`src/rtl/sprite_fetch_arbiter_pkg.sv`:
```
`default_nettype none
// ============================================================================
// sprite_fetch_arbiter_pkg : shared sizes, texel types and address helper
// Revision : 1.0
// ============================================================================
package sprite_fetch_arbiter_pkg;

  localparam int NUM_REQ = 5;
  localparam int SPR_W   = 64;
  localparam int SPR_H   = 64;
  localparam int FRAME_W = 3;
  localparam int ADDR_W  = 19;
  localparam int DATA_W  = 24;

  localparam int X_W       = $clog2(SPR_W);
  localparam int Y_W       = $clog2(SPR_H);
  localparam int ID_W      = $clog2(NUM_REQ);
  localparam int ADDR_USED = FRAME_W + Y_W + X_W;

  typedef logic [DATA_W-1:0] texel_t;
  typedef logic [ID_W-1:0]   req_id_t;

  localparam texel_t TRANSP_KEY = 24'hFF00FF;

  // Power-of-two sprite sizes make frame*W*H + y*W + x a plain concatenation.
  function automatic logic [ADDR_W-1:0] sprite_addr(
    input logic [FRAME_W-1:0] frame,
    input logic [X_W-1:0]     x,
    input logic [Y_W-1:0]     y
  );
    logic [ADDR_USED-1:0] w_lin;
    w_lin = {frame, y, x};
    return ADDR_W'(w_lin);
  endfunction

endpackage
`default_nettype wire

```
`src/rtl/sprite_fetch_arbiter_if.sv`:
```
`default_nettype none
// ============================================================================
// sprite_fetch_arbiter_if : lane request, frame RAM and response bundle
// Revision : 1.0
// ============================================================================
interface sprite_fetch_arbiter_if;
  import sprite_fetch_arbiter_pkg::*;

  logic                             arb_en;
  logic [NUM_REQ-1:0]               req;
  logic [NUM_REQ-1:0][FRAME_W-1:0]  req_frame;
  logic [NUM_REQ-1:0][X_W-1:0]      req_x;
  logic [NUM_REQ-1:0][Y_W-1:0]      req_y;
  logic [NUM_REQ-1:0]               gnt;
  logic [ADDR_W-1:0]                rom_addr;
  texel_t                           rom_data;
  logic                             rsp_valid;
  req_id_t                          rsp_id;
  texel_t                           rsp_data;
  logic                             rsp_opaque;

  modport slave (
    input  arb_en, req, req_frame, req_x, req_y, rom_data,
    output gnt, rom_addr, rsp_valid, rsp_id, rsp_data, rsp_opaque
  );

  modport master (
    output arb_en, req, req_frame, req_x, req_y, rom_data,
    input  gnt, rom_addr, rsp_valid, rsp_id, rsp_data, rsp_opaque
  );

endinterface
`default_nettype wire

```
`src/rtl/sprite_fetch_arbiter_rr_arbiter.sv`:
```
`default_nettype none
// ============================================================================
// rr_arbiter : round-robin arbiter with combinational one-hot grant
// Revision : 1.0
// ============================================================================
module rr_arbiter #(
  parameter int N = 5,
  localparam int IDX_W = (N > 1) ? $clog2(N) : 1
) (
  input  logic             Clk,
  input  logic             Reset_n,
  input  logic             en,
  input  logic [N-1:0]     req,
  output logic [N-1:0]     gnt,
  output logic [IDX_W-1:0] gnt_idx,
  output logic             accepted
);

  logic [IDX_W-1:0] r_last;
  logic [IDX_W-1:0] w_idx;
  logic [IDX_W-1:0] w_cand;
  logic             w_found;

  // Scan last+1 .. last+N so the most recent winner is considered last.
  always_comb begin
    w_found = 1'b0;
    w_idx   = '0;
    w_cand  = '0;
    for (int k = 1; k <= N; k++) begin
      w_cand = IDX_W'((int'(r_last) + k) % N);
      if (!w_found && req[w_cand]) begin
        w_found = 1'b1;
        w_idx   = w_cand;
      end
    end
  end

  assign accepted = en & w_found & Reset_n;
  assign gnt      = accepted ? (N'(1) << w_idx) : '0;
  assign gnt_idx  = w_idx;

  always_ff @(posedge Clk or negedge Reset_n) begin
    if (!Reset_n) begin
      r_last <= IDX_W'(N - 1);
    end else if (accepted) begin
      r_last <= w_idx;
    end
  end

endmodule
`default_nettype wire

```
`src/rtl/sprite_fetch_arbiter.sv`:
```
`default_nettype none
// ============================================================================
// sprite_fetch_arbiter : shares one 1-cycle sprite RAM among the note lanes
// Revision : 1.0
// ============================================================================
module sprite_fetch_arbiter
  import sprite_fetch_arbiter_pkg::*;
(
  input  logic                   Clk,
  input  logic                   Reset_n,
  sprite_fetch_arbiter_if.slave  bus
);

  logic [NUM_REQ-1:0] w_gnt;
  req_id_t            w_idx;
  logic               w_accepted;
  logic [ADDR_W-1:0]  w_addr;

  logic [ADDR_W-1:0]  r_rom_addr;
  logic               r_s1_valid;
  req_id_t            r_s1_id;
  logic               r_s2_valid;
  req_id_t            r_s2_id;

  if (ADDR_USED > ADDR_W) begin : g_addr_check
    $error("sprite address fields wider than ADDR_W");
  end

  rr_arbiter #(.N(NUM_REQ)) u_arb (
    .Clk      (Clk),
    .Reset_n  (Reset_n),
    .en       (bus.arb_en),
    .req      (bus.req),
    .gnt      (w_gnt),
    .gnt_idx  (w_idx),
    .accepted (w_accepted)
  );

  assign bus.gnt = w_gnt;
  assign w_addr  = sprite_addr(bus.req_frame[w_idx], bus.req_x[w_idx], bus.req_y[w_idx]);

  // Stage 1 tracks the address cycle, stage 2 the cycle the RAM data appears.
  always_ff @(posedge Clk or negedge Reset_n) begin
    if (!Reset_n) begin
      r_rom_addr <= '0;
      r_s1_valid <= 1'b0;
      r_s1_id    <= '0;
      r_s2_valid <= 1'b0;
      r_s2_id    <= '0;
    end else begin
      if (w_accepted) begin
        r_rom_addr <= w_addr;
        r_s1_id    <= w_idx;
      end
      r_s1_valid <= w_accepted;
      r_s2_valid <= r_s1_valid;
      r_s2_id    <= r_s1_id;
    end
  end

  assign bus.rom_addr   = r_rom_addr;
  assign bus.rsp_valid  = r_s2_valid;
  assign bus.rsp_id     = r_s2_id;
  // RAM output is passed straight through; gating keeps it quiet when idle.
  assign bus.rsp_data   = r_s2_valid ? bus.rom_data : '0;
  assign bus.rsp_opaque = r_s2_valid && (bus.rom_data != TRANSP_KEY);

endmodule
`default_nettype wire
```
`src/flat_wrapper.sv`:
```
// flat-port wrapper written by rule: the top's interface ports become plain ports
module sprite_fetch_arbiter_flat import sprite_fetch_arbiter_pkg::*;
  (Clk, Reset_n, bus_arb_en, bus_req, bus_req_frame, bus_req_x, bus_req_y, bus_rom_data, bus_gnt, bus_rom_addr, bus_rsp_valid, bus_rsp_id, bus_rsp_data, bus_rsp_opaque);
  sprite_fetch_arbiter_if bus_i ();
  input  logic Clk;
  input  logic Reset_n;
  input wire logic [$bits(bus_i.arb_en)-1:0] bus_arb_en;
  input wire logic [$bits(bus_i.req)-1:0] bus_req;
  input wire logic [$bits(bus_i.req_frame)-1:0] bus_req_frame;
  input wire logic [$bits(bus_i.req_x)-1:0] bus_req_x;
  input wire logic [$bits(bus_i.req_y)-1:0] bus_req_y;
  input wire logic [$bits(bus_i.rom_data)-1:0] bus_rom_data;
  output wire logic [$bits(bus_i.gnt)-1:0] bus_gnt;
  output wire logic [$bits(bus_i.rom_addr)-1:0] bus_rom_addr;
  output wire logic [$bits(bus_i.rsp_valid)-1:0] bus_rsp_valid;
  output wire logic [$bits(bus_i.rsp_id)-1:0] bus_rsp_id;
  output wire logic [$bits(bus_i.rsp_data)-1:0] bus_rsp_data;
  output wire logic [$bits(bus_i.rsp_opaque)-1:0] bus_rsp_opaque;
  assign bus_i.arb_en = bus_arb_en;
  assign bus_i.req = bus_req;
  assign bus_i.req_frame = bus_req_frame;
  assign bus_i.req_x = bus_req_x;
  assign bus_i.req_y = bus_req_y;
  assign bus_i.rom_data = bus_rom_data;
  assign bus_gnt = bus_i.gnt;
  assign bus_rom_addr = bus_i.rom_addr;
  assign bus_rsp_valid = bus_i.rsp_valid;
  assign bus_rsp_id = bus_i.rsp_id;
  assign bus_rsp_data = bus_i.rsp_data;
  assign bus_rsp_opaque = bus_i.rsp_opaque;
  sprite_fetch_arbiter u_core (.Clk(Clk), .Reset_n(Reset_n), .bus(bus_i));
endmodule
```
`config.mk`:
```
export PLATFORM = sky130hd
export DESIGN_NAME = sprite_fetch_arbiter_flat
export DESIGN_NICKNAME = d
export VERILOG_FILES = /design/src/rtl/sprite_fetch_arbiter_pkg.sv /design/src/rtl/sprite_fetch_arbiter_if.sv /design/src/rtl/sprite_fetch_arbiter_rr_arbiter.sv /design/src/rtl/sprite_fetch_arbiter.sv /design/src/flat_wrapper.sv
export SDC_FILE = /design/constraint.sdc
export NUM_CORES = 1
export LEC_CHECK = 0
export CORE_MARGIN = 1
export CORE_UTILIZATION = 48
export DETAILED_ROUTE_END_ITERATION = 12
export PLACE_DENSITY = 0.89
export SLEW_MARGIN = 20
export SYNTH_ARGS = -nofsm -noshare
export SYNTH_HDL_FRONTEND = slang
export SYNTH_SLANG_ARGS = --single-unit
```
`constraint.sdc`:
```
create_clock -name Clk -period 12.83 [get_ports Clk]
set_input_delay 3.849 -clock Clk [delete_from_list [all_inputs] [get_ports Clk]]
set_output_delay 3.849 -clock Clk [all_outputs]
set_load 0.02 [all_outputs]
```
==> flow_summary_export.csv, run 1 <==
group,metric,value,unit
run_status,outcome,"complete, no violations",
synth,yosysSeqAreaShare,15.9,%
timing,finalHoldViolations,0,
global_routing,grt_max_degree,37,
synth,syn_inst,465,
global_routing,grt_use_total,27.8,%
critical_path,cp.required,8.98,ns
placed_design,placedInstanceArea,0.00533,sq mm
placed_design,hpwlAfterDp,9610,um
cells_and_area,drive_above_1_share,9.82,%
drt,firstDrtPassIters,5,
timing,period_share,89.9,%
placed_design,gp_congestion,0.924,
drt,drt-total-wl,12000,um
timing,tightestPinTransition,0.776,ns
critical_path,r2r-start,"u_core.u_arb.r_last[1]$_DFFE_PN0P_",
synth,synth_top_area_share,15.2,%
placed_design,port_buffers,155,
min_path,worst_hold_path.num_cells,0,
synth,ys_async_sr_fraction,100,%
global_routing,gr-max-usage-layer,"met2",
min_path,holdCritStartpoint,"u_core.r_s1_valid$_DFF_PN0_",
critical_path,criticalPathCategory,"in2out",
clock_tree,clockBufferDepth,2,
drt,ant_nets,0,
die,coreArea,0.00769,sq mm
global_routing,grt_pass1_wl,18900,um
synth,ys_top_cells_by_area,"dfrtp_1, ha_1, and2_1",
synth,synth_top_cell_by_area,"dfrtp_1",
clock_tree,clk_latency,0.27,ns
drt,routedWlPerCell,17.1,um
die,die_w,90.9,um
clock_tree,numClockSinks,24,
die,die_h,90.9,um
timing,finClkSkew,0.00277,ns
timing,setup_viol,0,
drt,viasPerCell,6.10,
min_path,min_to,"u_core.bus.rsp_valid$_DFF_PN0_",
cells_and_area,final_cell_mix,"clkdlybuf4s50_1, nand2_1, and2_1",
synth,synth_seq_cells,24,
drt,drt_iter0_markers,335,
cells_and_area,fin_nets,735,
critical_path,arrival,7.68,ns
clock_tree,cts_tree,"yes",
die,rows,32,
timing,relSlewSlack,48.3,%
critical_path,critPathLaunchType,"primary input",
synth,syn_area,0.00379,sq mm
clock_tree,numCtsBuffers,3,
cells_and_area,final_area,0.00541,sq mm
critical_path,crit_chain,"clkdlybuf4s50_1 > and2_1 > a2111oi_0 > a2111o_1 > o211ai_1 > nor3_1 > a31o_1 > and3b_1 > and2_4 > nor2b_1 > clkdlybuf4s50_1",
die,io_pins,160,
global_routing,grt_pass1_vias,3918,
critical_path,reg2reg_setup_slack,6.70,ns
flow_run,maxCapViolations,0,
synth,avgSynthCellArea,8.16,sq um
clock_tree,cts-root-buf,"clkbuf_8",
timing,tns,0,ns
timing,fmax,86.7,MHz
synth,synthDistinctLibCells,84,
clock_tree,hold_buffers,0,
critical_path,crit_slowest_cell,"a31o_1",
timing,finalMaxSlewViolations,0,
die,dieArea,0.00826,sq mm
synth,ys_warn_count,0,
min_path,hold_class,"reg2reg",
clock_tree,cts_resized,0,
timing,min_period,11.53,ns
critical_path,cpMostUsedCell,"clkdlybuf4s50_1",
critical_path,worstReg2RegEnd,"u_core.bus.rom_addr[2]$_DFFE_PN0P_",
cells_and_area,n_antenna_cell,0,
drt,num_vias,4287,
critical_path,critPathMaxFanout,21,
global_routing,use_met1,36.2,%
clock_tree,path_clk_slew,0.09,ns
synth,synth_ff_type,"dfrtp_1",
clock_tree,post-cts-setup-buffers,0,
cells_and_area,final_common_cell,"clkdlybuf4s50_1",
clock_tree,cts_max_level,1,
global_routing,use_met3,3.96,%
synth,synth_edf_count,0,
global_routing,grt_overflow,0,
global_routing,met2_usage,47.5,%
drt,drcViolationCount,0,
cells_and_area,syn_to_final_growth,42.5,%
die,start_util,49.3,%
critical_path,endpoint_kind,"primary output",
timing,grt_setup_unrepaired,"no",
global_routing,antenna_found_initial,0,
critical_path,max_stage_delay,0.72,ns
cells_and_area,fillers,603,
critical_path,worst-r2r-cell-count,20,
-- logic make-up (layout without fill, tap and decap cells) --
family                   count (synthesis)  after routing  synth area share, %
AO/OA/AOI/OAI                          160            160                 32.2
AND/OR/NAND/NOR                        180            180                 29.1
other                                    1              4               0.0989
adder cells (fa/ha/maj)                 26             26                 8.58
multiplexers                            11             11                 4.26
buffers and inverters                   57            190                 7.79
XOR/XNOR                                 6              6                 2.08
flip-flops                              24             24                 15.9
-- how the worst max path moves through the flow --
stage	from	endpoint	slack, ns	cells after the start
5_1_grt	bus_req[2]	bus_gnt[1]	1.07	11
4_1_cts	bus_req[2]	bus_gnt[1]	1.37	11
3_5_place_dp	bus_req[2]	bus_gnt[3]	1.37	11
3_3_place_gp	bus_req[1]	bus_gnt[1]	1.54	10
2_1_floorplan	bus_req[1]	bus_gnt[1]	3.00	12
6_report	bus_req[2]	bus_gnt[1]	1.30	11
-- layout make-up --
type                    count  area [sq um]  area share (%)
repair buffers            162          1600            29.7
clock buffers               3          41.3           0.764
multi-input cells         387          2910            53.8
flip-flops and latches     24           602            11.1
inverters                  24          90.1            1.67
clock inverters             1          30.0           0.556
well taps                 102           128            2.36
-- state kept, by name (all words and copies together) (netlist names) --
signal and cells:
u_core.bus.rom_addr 15, u_core.bus.rsp_id 3, u_core.bus.rsp_valid 1, u_core.r_s1_id 1
u_core.r_s1_valid 1, u_core.u_arb.r_last 3
-- cell usage after synthesis, drive strengths merged (19+ instances only) --
cell   instances
nand2         32
and2          28
o21ai         27
ha            26
dfrtp         23
inv           23
nand3         22
and3          20
a22oi         19
-- routing by layer --
layer | share of wire (%) | vias to the layer above
met4 | 2.6 | 0
li1 | - | 2044
met2 | 49 | 204
met3 | 7.0 | 24
met1 | 42 | 2015
met5 | 0 | -
-- per-stage QoR --
step,hold slack (ns),worst slack (ns),instances,utilization (%)
global placement,0.333,1.54,699,69.3
finish,0.354,1.30,703,70.3
floorplan,0.331,3.00,468,-
global route,0.376,1.07,703,70.3
detailed placement,0.336,1.37,699,69.3
CTS,0.356,1.37,703,70.3
-- worst max-delay path, delay by kind of cell --
kind                   cells  cell delay [ns]
AOI/OAI and AO/OA          4             1.47
and+or+nand+nor            5             1.27
buffers and inverters      2             1.09
Power of run 1 is not shown: default switching activity piles up to over one toggle a cycle in this logic, so the estimate is an artifact.
==> run 2, diff against run 1 <==
CORE_UTILIZATION = 49   (was 48)
SYNTH_HIERARCHICAL = 1   (was not set)
clock period = 13.8 ns   (was 12.83 ns; I/O delays follow)
==> flow_summary_export.csv, run 2 <==
group,metric,value,unit
timing,finClkSkew,0.00212,ns
timing,min_period,12.14,ns
clock_tree,post-cts-setup-buffers,0,
critical_path,worstReg2RegEnd,"u_core/bus.rom_addr[7]$_DFFE_PN0P_",
global_routing,grt_pass1_wl,21000,um
synth,synth.mux.area_fraction,15.3,%
run_status,outcome,"complete, no violations",
synth,synth_seq_cells,26,
critical_path,worst-r2r-cell-count,20,
global_routing,grt_pass1_vias,4084,
critical_path,crit_chain,"clkdlybuf4s50_1 > or4bb_1 > a21oi_1 > a311o_1 > mux2i_1 > a21oi_1 > nor3_2 > a31oi_4 > o211ai_1 > a211oi_1 > clkdlybuf4s50_1",
critical_path,endpoint_kind,"primary output",
drt,routedWlPerCell,19.2,um
synth,synth_top_area_share,15.5,%
cells_and_area,n_antenna_cell,0,
synth,avgSynthCellArea,8.59,sq um
synth,synth.most_common_cell,"nand2_1",
timing,finalHoldViolations,0,
clock_tree,numCtsBuffers,3,
global_routing,grt_overflow,0,
timing,fmax,82.4,MHz
clock_tree,hold_buffers,0,
synth,ys_async_sr_fraction,100,%
critical_path,critPathLaunchType,"primary input",
clock_tree,cts_max_level,1,
cells_and_area,final_common_cell,"clkdlybuf4s50_1",
die,start_util,51.5,%
timing,tightestPinTransition,0.892,ns
cells_and_area,multi_input_area,0.00311,sq mm
placed_design,hpwlAfterDp,10600,um
cells_and_area,final_area,0.00562,sq mm
synth,synth_fa_ha_area_share,8.54,%
drt,drt_iter0_markers,305,
critical_path,critical_path.top_delay_family,"compound AO/OA/AOI/OAI gates",
placed_design,gp_congestion,0.953,
synth,synthDistinctLibCells,92,
synth,synth_top_cell_by_area,"dfrtp_1",
critical_path,r2r-start,"u_core/u_arb/r_last[2]$_DFFE_PN1P_",
timing,period_share,88.0,%
synth,synth_xor_area_share,3.03,%
timing,grt_setup_unrepaired,"no",
global_routing,grt_max_degree,39,
placed_design,placedInstanceArea,0.00554,sq mm
clock_tree,cts_tree,"yes",
die,coreArea,0.00785,sq mm
min_path,min_to,"u_core/bus.rsp_valid$_DFF_PN0_",
critical_path,cp_num_cells,11,
timing,setup_viol,0,
synth,ys_warn_count,6,
cells_and_area,fillers,581,
clock_tree,cts_resized,0,
cells_and_area,syn_to_final_growth,39.0,%
min_path,worst_hold_path.num_cells,0,
min_path,hold_class,"reg2reg",
die,io_pins,160,
cells_and_area,fin_nets,732,
timing,tns,0,ns
cells_and_area,largest_register_ffs,15,
drt,drt-total-wl,13400,um
critical_path,cp.required,9.66,ns
die,die_w,92.8,um
global_routing,grt_use_total,30.6,%
clock_tree,clk_latency,0.28,ns
clock_tree,path_clk_slew,0.09,ns
clock_tree,cts-root-buf,"clkbuf_8",
cells_and_area,drive_above_1_share,9.55,%
timing,finalMaxSlewViolations,0,
critical_path,reg2reg_setup_slack,7.43,ns
drt,num_vias,4296,
synth,synth_ff_type,"dfrtp_1",
min_path,holdCritStartpoint,"u_core/r_s1_valid$_DFF_PN0_",
drt,ant_nets,0,
synth,ys_top_cells_by_area,"dfrtp_1, ha_1, mux2i_1",
die,rows,32,
clock_tree,clockBufferDepth,2,
synth,syn_area,0.00404,sq mm
synth,synth_edf_count,0,
cells_and_area,seqCellArea,652,sq um
cells_and_area,final_cell_mix,"clkdlybuf4s50_1, nand2_1, and2_1",
global_routing,antenna_found_initial,0,
critical_path,cp.buffers_inverters,2,
cells_and_area,layout.cells.non_filler,699,
placed_design,dp.cells,695,
synth,synthSimpleGateAreaFrac,25.2,%
critical_path,criticalPathCategory,"in2out",
placed_design,port_buffers,155,
clock_tree,numClockSinks,26,
synth,syn_inst,471,
critical_path,crit_slowest_cell,"clkdlybuf4s50_1",
synth,yosysSeqAreaShare,16.1,%
cells_and_area,utilization,71.6,%
synth,synth-compound-area-share,23.9,%
critical_path,critPathMaxFanout,14,
critical_path,arrival,8.00,ns
critical_path,max_stage_delay,0.66,ns
timing,relSlewSlack,40.1,%
flow_run,maxCapViolations,0,
drt,drcViolationCount,0,
synth,synth_top_family_by_area,"simple AND/OR/NAND/NOR gates",
die,die_h,92.8,um
die,dieArea,0.00862,sq mm
drt,viasPerCell,6.15,
synth,synth_common_cells,"nand2_1, and2_1, ha_1",
drt,firstDrtPassIters,7,
## run 2: layout make-up
| cell class | count | area share (%) |
|---|---|---|
| well taps | 102 | 2.27 |
| inverters | 23 | 1.58 |
| flip-flops and latches | 26 | 11.6 |
| repair buffers | 158 | 28.0 |
| clock buffers | 3 | 0.735 |
| clock inverters | 1 | 0.534 |
| multi-input cells | 386 | 55.3 |
## run 2: cells by family (layout without fill, tap and decap cells)
kind of cell | count (synthesis) | count (layout)
compound gates | 122 | 122
xor+xnor | 11 | 11
fa+ha+maj | 27 | 27
buf+inv | 62 | 185
flops | 26 | 26
mux | 56 | 56
other cells | 1 | 4
simple gates | 166 | 166
## run 2: routing by layer
layer / vias up / part of all wire [%] / global-route usage [%]
met4: 0 / 1.3 / 6.92
met3: 20 / 7.5 / 4.52
met1: 2047 / 39 / 36.3
met5: - / 0 / 0
li1: 2022 / - / -
met2: 207 / 52 / 57.5
## run 2: per-stage QoR
| step | hold WS (ns) | setup slack [ns] |
|---|---|---|
| after floorplan | 0.331 | 2.71 |
| after global placement | 0.335 | 1.77 |
| after detailed placement | 0.339 | 1.69 |
| after CTS | 0.359 | 1.69 |
| after global routing | 0.375 | 1.41 |
| final | 0.357 | 1.66 |
## run 2: how the worst max path moves through the flow
stage | from | end | slack, ns
final | bus_req[2] | bus_gnt[0] | 1.66
after global routing | bus_req[2] | bus_gnt[2] | 1.41
after CTS | bus_req[2] | bus_gnt[4] | 1.69
after detailed placement | bus_req[2] | bus_gnt[4] | 1.69
after global placement | bus_req[2] | bus_gnt[4] | 1.77
after floorplan | bus_req[2] | bus_gnt[2] | 2.71
## run 2: worst reg2reg max path, delay by kind of cell, from the launching register on
| family | cells | cell delay (ns) |
|---|---|---|
| DFF | 1 | 0.83 |
| AOI/OAI and AO/OA | 8 | 1.88 |
| xor gates and xnor gates | 1 | 0.27 |
| adders and majority gates | 3 | 1.01 |
| buffers and inverters | 3 | 0.52 |
| and+or+nand+nor | 5 | 1.77 |
Power of run 2 is left out for the same reason.
==> run 3, diff against run 2 <==
--- a/config.mk
+++ b/config.mk
@@ -9,2 +9,3 @@
 export CORE_UTILIZATION = 49
+export CTS_CLUSTER_SIZE = 16
 export DETAILED_ROUTE_END_ITERATION = 12
==> constraint.sdc (replaced) <==
create_clock -name Clk -period 13.8 [get_ports Clk]
set_input_delay 2.07 -clock Clk [delete_from_list [all_inputs] [get_ports Clk]]
set_output_delay 2.07 -clock Clk [all_outputs]
set_load 0.02 [all_outputs]
==> flow_summary_export.csv, run 3 (synthesis gave the netlist of run 2 again) <==
group,metric,value,unit
clock_tree,post-cts-setup-buffers,0,
clock_tree,path_clk_slew,0.09,ns
timing,tns,0,ns
critical_path,critPathMaxFanout,33,
placed_design,gp_congestion,0.961,
global_routing,grt_pass1_wl,21200,um
cells_and_area,final_cell_mix,"clkdlybuf4s50_1, nand2_1, and2_1",
die,rows,32,
clock_tree,numCtsBuffers,3,
cells_and_area,largest_register_ffs,15,
global_routing,grt_max_degree,40,
drt,drcViolationCount,0,
clock_tree,cts_resized,0,
drt,ant_nets,0,
die,die_h,92.8,um
die,die_w,92.8,um
clock_tree,hold_buffers,0,
die,io_pins,160,
placed_design,hpwlAfterDp,10900,um
critical_path,cp.required,11.73,ns
clock_tree,clk_latency,0.27,ns
placed_design,dp_slack,5.21,ns
cells_and_area,syn_to_final_growth,38.8,%
critical_path,endpoint_kind,"primary output",
global_routing,grt_pass1_vias,4180,
run_status,outcome,"complete, no violations",
min_path,holdCritStartpoint,"u_core/r_s1_valid$_DFF_PN0_",
critical_path,r2r-start,"u_core/u_arb/r_last[0]$_DFFE_PN0P_",
cells_and_area,fillers,581,
min_path,worst_hold_path.num_cells,0,
critical_path,critPathLaunchType,"flop",
critical_path,setup.worst_path.start,"u_core/u_arb/r_last[2]$_DFFE_PN1P_",
cells_and_area,drive_above_1_share,9.72,%
clock_tree,cts_tree,"yes",
timing,finalMaxSlewViolations,0,
cells_and_area,fin_nets,732,
die,dieArea,0.00862,sq mm
cells_and_area,n_antenna_cell,0,
drt,drt-total-wl,13900,um
timing,grt_setup_unrepaired,"no",
clock_tree,clockBufferDepth,2,
die,start_util,51.5,%
timing,setup_viol,0,
critical_path,criticalPathCategory,"reg2out",
global_routing,grt_use_total,31.0,%
drt,firstDrtPassIters,5,
clock_tree,numClockSinks,26,
flow_run,maxCapViolations,0,
critical_path,reg2reg_setup_slack,7.31,ns
placed_design,port_buffers,155,
critical_path,worst-r2r-cell-count,19,
timing,fmax,117,MHz
global_routing,antenna_found_initial,0,
clock_tree,cts_max_level,1,
timing,period_share,62.1,%
min_path,hold_class,"reg2reg",
timing,min_period,8.58,ns
placed_design,placedInstanceArea,0.00554,sq mm
drt,routedWlPerCell,19.8,um
drt,drt_iter0_markers,338,
timing,finClkSkew,0.00613,ns
global_routing,grt_overflow,0,
cells_and_area,final_common_cell,"clkdlybuf4s50_1",
die,coreArea,0.00785,sq mm
timing,relSlewSlack,40.8,%
timing,finalHoldViolations,0,
timing,hold_ws,0.366,ns
clock_tree,cts-root-buf,"clkbuf_8",
timing,fin_ws,5.22,ns
drt,num_vias,4319,
drt,viasPerCell,6.18,
timing,tightestPinTransition,0.887,ns
cells_and_area,final_area,0.00561,sq mm
critical_path,arrival,6.51,ns
run 3: final timing paths:
kind / end
worst max-delay path: bus_gnt[2]
worst min-delay path: u_core/bus.rsp_valid$_DFF_PN0_
worst max register to register: u_core/bus.rom_addr[2]$_DFFE_PN0P_
worst min register to register: u_core/bus.rsp_valid$_DFF_PN0_
max in group asynchronous: u_core/u_arb/r_last[2]$_DFFE_PN1P_
min in group asynchronous: u_core/bus.rom_addr[12]$_DFFE_PN0P_
run 3: critical path: stages, from the launching register on:
cell and delay [ns]:
dfstp_2 0.85, inv_2 0.18, ha_1 0.58, o21a_1 0.24, a21oi_1 0.06, xnor2_1 0.23
ha_1 0.20, fa_1 0.18, a21boi_0 0.42, nand4_1 0.23, and3_1 0.24, o21ai_0 0.33
o211a_1 0.26, and3_1 0.40, and3b_1 0.24, o221a_4 0.21, inv_2 0.28, nor4_1 0.40
clkdlybuf4s50_1 0.69
run 3: metrics by stage:
step,instances,util (%)
final,699,71.5
after global routing,699,71.5
after CTS,699,71.4
after detailed placement,695,70.5
after global placement,695,70.5
after floorplan,474,-
run 3: cell type report:
| type | instances | area [sq um] | area share, % |
|---|---|---|---|
| multi-input combinational | 386 | 3100 | 55.2 |
| timing repair buffer | 158 | 1570 | 28.0 |
| sequential | 26 | 652 | 11.6 |
| tap | 102 | 128 | 2.27 |
| inverter | 23 | 88.8 | 1.58 |
| clock buffer | 3 | 41.3 | 0.735 |
| clock inverter | 1 | 30.0 | 0.535 |
run 3: layer usage:
metal / global-route usage [%] / vias up / routed length (um)
met3: 4.02 / 32 / 954
met2: 56.1 / 217 / 7130
li1: - / 2032 / -
met4: 11.9 / 0 / 399
met5: 0 / - / 0
met1: 36.8 / 2038 / 5380
Power of run 3 is left out for the same reason.
